File: src/rtl/port_cycle_pkg.sv
// Shared types and constants for the peripheral port cycle arbiter.
package port_cycle_pkg;

    typedef enum logic [2:0] {
        IDLE    = 3'd0,
        SETUP   = 3'd1,
        STROBE  = 3'd2,
        HOLD    = 3'd3,
        RECOVER = 3'd4
    } state_e;

    typedef enum logic {
        GNT_CPU = 1'b0,
        GNT_DMA = 1'b1
    } grant_e;

    // CPU address windows, decoded on A[6:4]
    localparam logic [2:0] WIN_CSS  = 3'b100;
    localparam logic [2:0] WIN_CSX0 = 3'b101;
    localparam logic [2:0] WIN_CSX1 = 3'b110;

    function automatic logic is_window(input logic [2:0] win);
        return (win == WIN_CSS) || (win == WIN_CSX0) || (win == WIN_CSX1);
    endfunction

    // Phase counters count down to zero, so a phase of n cycles loads n-1
    function automatic logic [2:0] phase_load(input int unsigned cycles);
        return 3'(cycles - 1);
    endfunction

endpackage

File: src/rtl/port_cycle_arbiter_strobe_sync.sv
// Two-flop synchronizer for the asynchronous CPU bus strobes.
// Resets to 1 so a negated (high) strobe is seen while in reset.
module strobe_sync (
    input  logic clk,
    input  logic rst_n,
    input  logic d,
    output logic q
);

    logic meta;

    // Shift the async input through two flops before anything uses it
    always_ff @(posedge clk or negedge rst_n) begin
        if (!rst_n) begin
            meta <= 1'b1;
            q    <= 1'b1;
        end else begin
            meta <= d;
            q    <= meta;
        end
    end

endmodule

File: src/rtl/port_cycle_arbiter.sv
// Peripheral port cycle arbiter: arbitrates CPU slave accesses against DMA
// transfers and sequences setup/strobe/hold/recovery on the external port.
//
//   state   | meaning
//   --------+-----------------------------------------------------------
//   IDLE    | no access; grant a pending request (round-robin on a tie)
//   SETUP   | select (_CSx or _DACK) low, DATA_OE high for writes
//   STROBE  | _IOR or _IOW low; RD_LATCH in the last cycle of a read
//   HOLD    | strobe high, select/DATA_OE held; ACK in the first cycle
//   RECOVER | everything deasserted; may grant directly on expiry
//
// All port outputs are registered from the current state, so they trail
// the state register by one clock. Every phase therefore keeps its length
// and an access still costs SETUP+STROBE+HOLD+RECOVER cycles end to end.
module port_cycle_arbiter
    import port_cycle_pkg::*;
#(
    parameter int unsigned SETUP_CYC  = 1,
    parameter int unsigned STROBE_CYC = 3,
    parameter int unsigned HOLD_CYC   = 1,
    parameter int unsigned RECOV_CYC  = 2
) (
    input  logic       clk,
    input  logic       rst_n,
    input  logic       cs_n,
    input  logic       as_n,
    input  logic       ds_n,
    input  logic       r_w,
    input  logic [4:0] addr,
    input  logic       dma_req,
    input  logic       dma_rw,
    output logic       css_n,
    output logic       csx0_n,
    output logic       csx1_n,
    output logic       dack_n,
    output logic       ior_n,
    output logic       iow_n,
    output logic       data_oe,
    output logic       rd_latch,
    output logic       cpu_ack,
    output logic       dma_ack,
    output logic       busy
);

    localparam logic [2:0] SETUP_LD  = phase_load(SETUP_CYC);
    localparam logic [2:0] STROBE_LD = phase_load(STROBE_CYC);
    localparam logic [2:0] HOLD_LD   = phase_load(HOLD_CYC);
    localparam logic [2:0] RECOV_LD  = phase_load(RECOV_CYC);

    logic       as_s;
    logic       ds_s;

    state_e     state;
    logic [2:0] cnt;
    grant_e     gnt;
    grant_e     last_grant;
    logic       acc_rd;
    logic [2:0] acc_win;
    logic       cpu_served;
    logic       abort_q;

    logic       cpu_req;
    logic       can_grant;
    logic       grant_cpu;
    logic       grant_dma;
    logic       sel_on;
    logic       hold_first;

    // A[3:2] select registers inside the SDMAC, not peripheral windows
    logic       unused_addr_bits;
    assign unused_addr_bits = ^addr[1:0];

    strobe_sync u_as_sync (
        .clk   (clk),
        .rst_n (rst_n),
        .d     (as_n),
        .q     (as_s)
    );

    strobe_sync u_ds_sync (
        .clk   (clk),
        .rst_n (rst_n),
        .d     (ds_n),
        .q     (ds_s)
    );

    // Request qualification and round-robin arbitration
    always_comb begin
        cpu_req    = 1'b0;
        can_grant  = 1'b0;
        grant_cpu  = 1'b0;
        grant_dma  = 1'b0;
        sel_on     = 1'b0;
        hold_first = 1'b0;

        // _CS, R_W and ADDR only matter once both strobes are seen low
        if (!as_s && !ds_s) begin
            cpu_req = !cs_n && is_window(addr[4:2]) && !cpu_served;
        end

        can_grant = (state == IDLE) || ((state == RECOVER) && (cnt == 3'd0));

        if (can_grant) begin
            if (cpu_req && dma_req) begin
                grant_cpu = (last_grant == GNT_DMA);
                grant_dma = (last_grant == GNT_CPU);
            end else begin
                grant_cpu = cpu_req;
                grant_dma = dma_req;
            end
        end

        sel_on     = (state == SETUP) || (state == STROBE) || (state == HOLD);
        hold_first = (state == HOLD) && (cnt == HOLD_LD);
    end

    // Cycle sequencer with registered port outputs
    always_ff @(posedge clk or negedge rst_n) begin
        if (!rst_n) begin
            state      <= IDLE;
            cnt        <= 3'd0;
            gnt        <= GNT_DMA;
            last_grant <= GNT_DMA;
            acc_rd     <= 1'b0;
            acc_win    <= 3'b000;
            cpu_served <= 1'b0;
            abort_q    <= 1'b0;
            css_n      <= 1'b1;
            csx0_n     <= 1'b1;
            csx1_n     <= 1'b1;
            dack_n     <= 1'b1;
            ior_n      <= 1'b1;
            iow_n      <= 1'b1;
            data_oe    <= 1'b0;
            rd_latch   <= 1'b0;
            cpu_ack    <= 1'b0;
            dma_ack    <= 1'b0;
            busy       <= 1'b0;
        end else begin
            css_n    <= !(sel_on && (gnt == GNT_CPU) && (acc_win == WIN_CSS));
            csx0_n   <= !(sel_on && (gnt == GNT_CPU) && (acc_win == WIN_CSX0));
            csx1_n   <= !(sel_on && (gnt == GNT_CPU) && (acc_win == WIN_CSX1));
            dack_n   <= !(sel_on && (gnt == GNT_DMA));
            ior_n    <= !((state == STROBE) && acc_rd);
            iow_n    <= !((state == STROBE) && !acc_rd);
            data_oe  <= sel_on && !acc_rd;
            rd_latch <= (state == STROBE) && (cnt == 3'd0) && acc_rd;
            // An abandoned CPU bus cycle still finishes on the port, silently
            cpu_ack  <= hold_first && (gnt == GNT_CPU) && !abort_q && !as_s;
            dma_ack  <= hold_first && (gnt == GNT_DMA);
            busy     <= (state != IDLE);

            // A bus cycle is served once; _AS rising ends it
            if (as_s) begin
                cpu_served <= 1'b0;
            end else if (grant_cpu) begin
                cpu_served <= 1'b1;
            end

            if (grant_cpu || grant_dma) begin
                abort_q <= 1'b0;
            end else if (as_s) begin
                abort_q <= 1'b1;
            end

            case (state)
                IDLE, RECOVER: begin
                    if ((state == RECOVER) && (cnt != 3'd0)) begin
                        cnt <= cnt - 3'd1;
                    end else if (grant_cpu) begin
                        state      <= SETUP;
                        cnt        <= SETUP_LD;
                        gnt        <= GNT_CPU;
                        last_grant <= GNT_CPU;
                        acc_rd     <= r_w;
                        acc_win    <= addr[4:2];
                    end else if (grant_dma) begin
                        state      <= SETUP;
                        cnt        <= SETUP_LD;
                        gnt        <= GNT_DMA;
                        last_grant <= GNT_DMA;
                        acc_rd     <= dma_rw;
                    end else begin
                        state <= IDLE;
                        cnt   <= 3'd0;
                    end
                end
                SETUP: begin
                    if (cnt == 3'd0) begin
                        state <= STROBE;
                        cnt   <= STROBE_LD;
                    end else begin
                        cnt <= cnt - 3'd1;
                    end
                end
                STROBE: begin
                    if (cnt == 3'd0) begin
                        state <= HOLD;
                        cnt   <= HOLD_LD;
                    end else begin
                        cnt <= cnt - 3'd1;
                    end
                end
                HOLD: begin
                    if (cnt == 3'd0) begin
                        state <= RECOVER;
                        cnt   <= RECOV_LD;
                    end else begin
                        cnt <= cnt - 3'd1;
                    end
                end
                default: begin
                    state <= IDLE;
                    cnt   <= 3'd0;
                end
            endcase
        end
    end

endmodule

File: config.mk
export PLATFORM = sky130hd
export DESIGN_NAME = port_cycle_arbiter
export DESIGN_NICKNAME = d
export VERILOG_FILES = /design/src/rtl/port_cycle_pkg.sv /design/src/rtl/port_cycle_arbiter_strobe_sync.sv /design/src/rtl/port_cycle_arbiter.sv
export SDC_FILE = /design/constraint.sdc
export NUM_CORES = 1
export LEC_CHECK = 0
export CORE_ASPECT_RATIO = 1.2
export CORE_UTILIZATION = 30
export CTS_CLUSTER_DIAMETER = 100
export DETAILED_ROUTE_END_ITERATION = 8
export HOLD_SLACK_MARGIN = 0.12
export PLACE_DENSITY = 0.54
export SKIP_CTS_REPAIR_TIMING = 1
export SLEW_MARGIN = 25
export SYNTH_ARGS = -nofsm -noshare
export SYNTH_HDL_FRONTEND = slang
export SYNTH_HIERARCHICAL = 1
export SYNTH_SLANG_ARGS = --single-unit
File: constraint.sdc
create_clock -name clk -period 3.4 [get_ports clk]
set_input_delay 0.51 -clock clk [delete_from_list [all_inputs] [get_ports clk]]
set_output_delay 0.51 -clock clk [all_outputs]
set_load 0.02 [all_outputs]
* Yosys cells after proc, flatten, opt, wreduce, memory -nomap -nowiden
Cells that the tools add are included.
** Cells by class
- Add/subtract/negate cells :: 1
- Equality and inequality tests :: 14
- Mux-type cells :: 25
- Bitwise gates (word level) :: 2
- Reduce and logical (&&, ||, !) cells :: 50
** Operators by type and width (count)
- 2-to-1 mux 3 bit :: 8
- case mux 3 bit (4 select lines) :: 2
- == test 3 bit, second input constant :: 7
- logical AND 1 bit :: 21
- 2-to-1 mux 1 bit :: 15
- logical NOT 1 bit :: 12
- == test 3 x 2 -> 1 bit, second input constant :: 2
- logical NOT 3 bit :: 2
- logical OR 1 bit :: 6
- inequality test 2 x 1 -> 1 bit, second input constant :: 3
- AND reduction 3 bit :: 2
- nonzero test 2 bit :: 3
- nonzero test 3 bit :: 2
- AND reduction 4 bit :: 1
- == test 3 x 1 -> 1 bit, second input constant :: 1
- subtractor 3 x 1 -> 3 bit, second input constant :: 1
- inequality test 2 bit, second input constant :: 1
- NOT 1 bit :: 2
- OR reduction 2 bit :: 1
** Storage, ports and cells
- Register bits after elaboration :: 28
- Bits of input ports :: 13
- Output and inout bits :: 11
- Logic and storage cells :: 114

* Longest topological paths before layout
- Word-level depth :: 13
- Gate-level depth with buffers :: 6
- Depth with buffers taken out :: 6

* By module
Netlist, hierarchy kept.
** By module, submodules not included
- port_cycle_arbiter :: times used 1, cells each 93, area an instance 1022.2 µm², seq. area each 609.3 µm²
- strobe_sync :: times used 2, cells each 2, area an instance 52.6 µm², seq. area each 52.6 µm²

* Least setup slack after synthesis
OpenSTA, ideal clock, no wires.
- Path kind :: reg2reg
- From :: register cnt[0]
- To :: register acc_win[0]
- Setup time :: 0.128 ns
- Data arrival time :: 1.415 ns
- Data required time :: 3.272 ns
- Setup slack :: 1.857 ns
- Stages on the path, launching flop included :: 7
- Path buffers :: 0
- Clock period less this slack :: 1.543 ns
- Cells stage by stage :: dfrtp_1 > inv_1 > ha_1 > nand2b_1 > a21boi_1 > nand3_2 > mux2_1
** On the way
- Cells in the longest elaborated chain, start to end :: 5
- Elaborated cells between the ends (all ways) :: 8
- Classes of those cells :: 1 x mux; 1 x bitwise; 6 x reduce/logical
** RTL lines
- start: declaration :: line port_cycle_arbiter.sv:54 : logic [2:0] cnt;
- start signal: assignment :: line port_cycle_arbiter.sv:169 : cnt <= cnt - 3'd1;
- start signal: assignment :: line port_cycle_arbiter.sv:193 : cnt <= cnt - 3'd1;
- start signal: assignment :: line port_cycle_arbiter.sv:201 : cnt <= cnt - 3'd1;
- logical NOT 3 bit :: line port_cycle_arbiter.sv:101 : can_grant = (state == IDLE) || ((state == RECOVER) && (cnt == 3'd0));
- logical AND 1 bit :: line port_cycle_arbiter.sv:101
- logical OR 1 bit :: line port_cycle_arbiter.sv:101
- 2-to-1 mux 1 bit :: line port_cycle_arbiter.sv:103 : if (can_grant) begin
- AND reduction 3 bit (no source line) *
- end signal: assignment :: line port_cycle_arbiter.sv:176 : acc_win <= addr[4:2];
- end: declaration :: line port_cycle_arbiter.sv:58 : logic [2:0] acc_win;
Every way passes the cells marked *; elsewhere a longest branch is shown, timed or not.
A chain may end at the register's enable or synchronous reset.

* Worst setup path after layout
- From :: register csx0_n
- To :: output csx0_n
** RTL lines
- start: declaration :: line port_cycle_arbiter.sv:33 : output logic csx0_n,
- start signal: assignment :: line port_cycle_arbiter.sv:141 : csx0_n <= !(sel_on && (gnt == GNT_CPU) && (acc_win == WIN_CSX0));
No word-level cell between the ends.

==> impl_results.md <==
- Iter 0 DRT Violations: 19
- Max incr delay on CP: 600 ps
- Synth Warn #: 6
- Synth Instances: 97
- Hold Vio Cnt, Final: 0
- Buffers on Ports: 21
- Worst-margin pin slew: 485 ps
- Initial antenna violation count: 0
- Critical path launch point type: flip-flop
- Failing checks: design-rule violations
- CP Capture Type: primary output
- GPL Wtd Cong: 0.812
- Yosys reg bits: 28
- Unrepaired setup endpoints after global routing: false
- Delay-heaviest family, CP: buffers and inverters
- CORE AREA: 0.00360 mm^2
- Antenna viol nets, final: 0
- Die Wd: 58.0 um
- Detail Placement HPWL: 1530 um
- Post-synthesis net count: 112
- Sequential power share: 0.447
- TritonCTS clock tree: built
- # diodes: 0
- PD cells: 827 mW/mm^2
- Total GRT Usage: 0.118
- Io pins: 24
- Register-to-register setup slack: 1610 ps
- First-pass GRT wire length: 3630 um
- Layout cells sized above 1: 0.172
- GRT overflow: 0
- Die area: 0.00401 mm^2
- Top-area cell type share of the netlist area: 0.377
- Sw Ratio: 0.354
- Final setup TNS: 0 ps
- Main area contributors after synthesis: dfrtp_1, dfstp_2, nor2_1, nand2_1, a21oi_1
- Max-cap violations: 0
- Layout net count: 138
- Fillers: 365
- Clock Latency Late Sink: 280 ps
- Pin count of the biggest net entering global routing: 24
- F_max: 524 MHz
- WL/cell: 12.7 um
- Comb power frac: 0.361
- Prevailing post-synth register cell: dfrtp_1
- Post-Syn Area: 0.00113 mm^2
- Worst slew margin: 0.677
- Cell taking the most area after synthesis: dfrtp_1
- Number of CTS-inserted buffers: 3
- Routed vias: 803
- Reg area: 714 um^2
- Ys async rst share: 1.00
- Int Power: 776 uW
- Tcrit/Tclk final: 0.561
- WHS: 182 ps
- Tmin final: 1910 ps
- Critical Path AT: 1400 ps
- Placement row count: 24
- Sink Count: 28
- H-tree depth: 1
- Initial core utilization: 0.313
- Top Registers: acc_win: 3 flops, cnt: 3 flops, state: 3 flops
- Die height: 69.2 um
- Vias in the first global route: 829
- First-pass iteration count of the detailed router: 6
- Slowest cell on crit path: clkdlybuf4s50_1
- Worst-path clk slew: 100 ps
- Status: finished, violations left
- Critical-path maximum fanout: 1
- WP buf/inv: 1
- Seq/Total Area, Yosys: 0.634
- Clock Tree Buf Depth: 2
- Critical path type: flip-flop to primary output
- HP Class: input pin to asynchronous set/reset pin
- CP required: 2890 ps
- EDFF count, synth: 0
- Setup Slack @ Placement: 1360 ps
- Static leakage power: 0.000612 uW
- Drc violations: 2
- Synth cell types: 34
- Clock root cell: clkbuf_8
- NetSw: 425 uW
- Setup violators final: 0
- Critical path, cell by cell: clkdlybuf4s50_1
- Max-slew violation count: 0
- Syn Area/Cell: 11.6 um^2
- Skew final: 7.02 ps
- Layout Area Growth over Synthesis: 29.0%
- Worst Setup Slack, final: 1490 ps
- DR vias/cell: 4.99
- Clock network fraction of design power: 0.193
- Area of the multi-input gates: 389 um^2
- Routed wire length: 2050 um
- Worst VDD drop: 174 uV
==> kinds of logic after synthesis <==
family,count (synthesis),share of synthesized area
DFF,28,0.634
and+or+nand+nor,40,0.191
muxes,3,0.0289
xor gates and xnor gates,1,0.00777
AOI/OAI and AO/OA,17,0.0955
buffers and inverters,6,0.0211
adders and majority gates,2,0.0222
==> per-layer routing <==
layer | track usage | part of all wire | vias up
met5 | 0 | 0 | -
met4 | 0.0556 | 0.021 | 0
met3 | 0.0225 | 0.030 | 5
met2 | 0.202 | 0.52 | 16
met1 | 0.138 | 0.43 | 398
li1 | - | - | 384
==> final timing paths <==
check | startpoint | endpoint | depth (start not counted)
max in group asynchronous | rst_n | u_as_sync/meta | 2
hold / removal | rst_n | data_oe | 1
setup reg to reg | cnt[0] | acc_win[1] | 6
hold reg to reg | u_as_sync/meta | u_as_sync/q | 0
setup / recovery | csx0_n | csx0_n | 1
min in group clk | u_as_sync/meta | u_as_sync/q | 0
==> Yosys cell counts (2+ instances only) <==
library cell  count
a21oi_1           5
o22ai_1           2
nand3_1           2
dfrtp_1          17
ha_1              2
nand2b_1          4
nor2_1           13
nand2_1           7
or3_1             2
or3b_1            2
inv_1             4
o21ai_0           2
a31oi_1           3
mux2_1            2
dfstp_2          11
==> cell type report <==
cell class              count  share of cell area
inverters                   4              0.0103
repair buffers             23               0.151
flip-flops and latches     28               0.491
multi-input cells          63               0.268
well taps                  39              0.0336
clock buffers               4              0.0456
==> layout by cell type, fill, tap and decap left out, types with 2 or more instances in the layout <==
master	count
inv_1	4
a31oi_1	3
o22ai_1	2
or3b_1	2
clkbuf_8	3
nand2b_1	4
dfstp_2	11
mux2_1	2
clkdlybuf4s50_1	20
nand3_1	2
ha_1	2
o21ai_0	2
a21oi_1	5
or3_1	2
nor2_1	13
dfrtp_1	17
buf_4	2
nand2_1	7
==> stage by stage <==
stage	cells	total power, uW	instance area, um^2	util
after floorplan	97	824	1130	-
after global placement	157	963	1390	0.386
after detailed placement	157	981	1390	0.386
after CTS	161	1220	1460	0.405
after global routing	161	1290	1450	0.403
final	161	1200	1450	0.403
==> power by group through the flow <==
stage | registers (uW) | clock network (uW) | logic [uW]
2_1_floorplan | 550 | 0 | 274
3_3_place_gp | 539 | 0 | 425
4_1_cts | 537 | 239 | 439
5_1_grt | 554 | 252 | 487
6_report | 537 | 232 | 433
3_5_place_dp | 543 | 0 | 438
(Power assumes the default switching activity.)
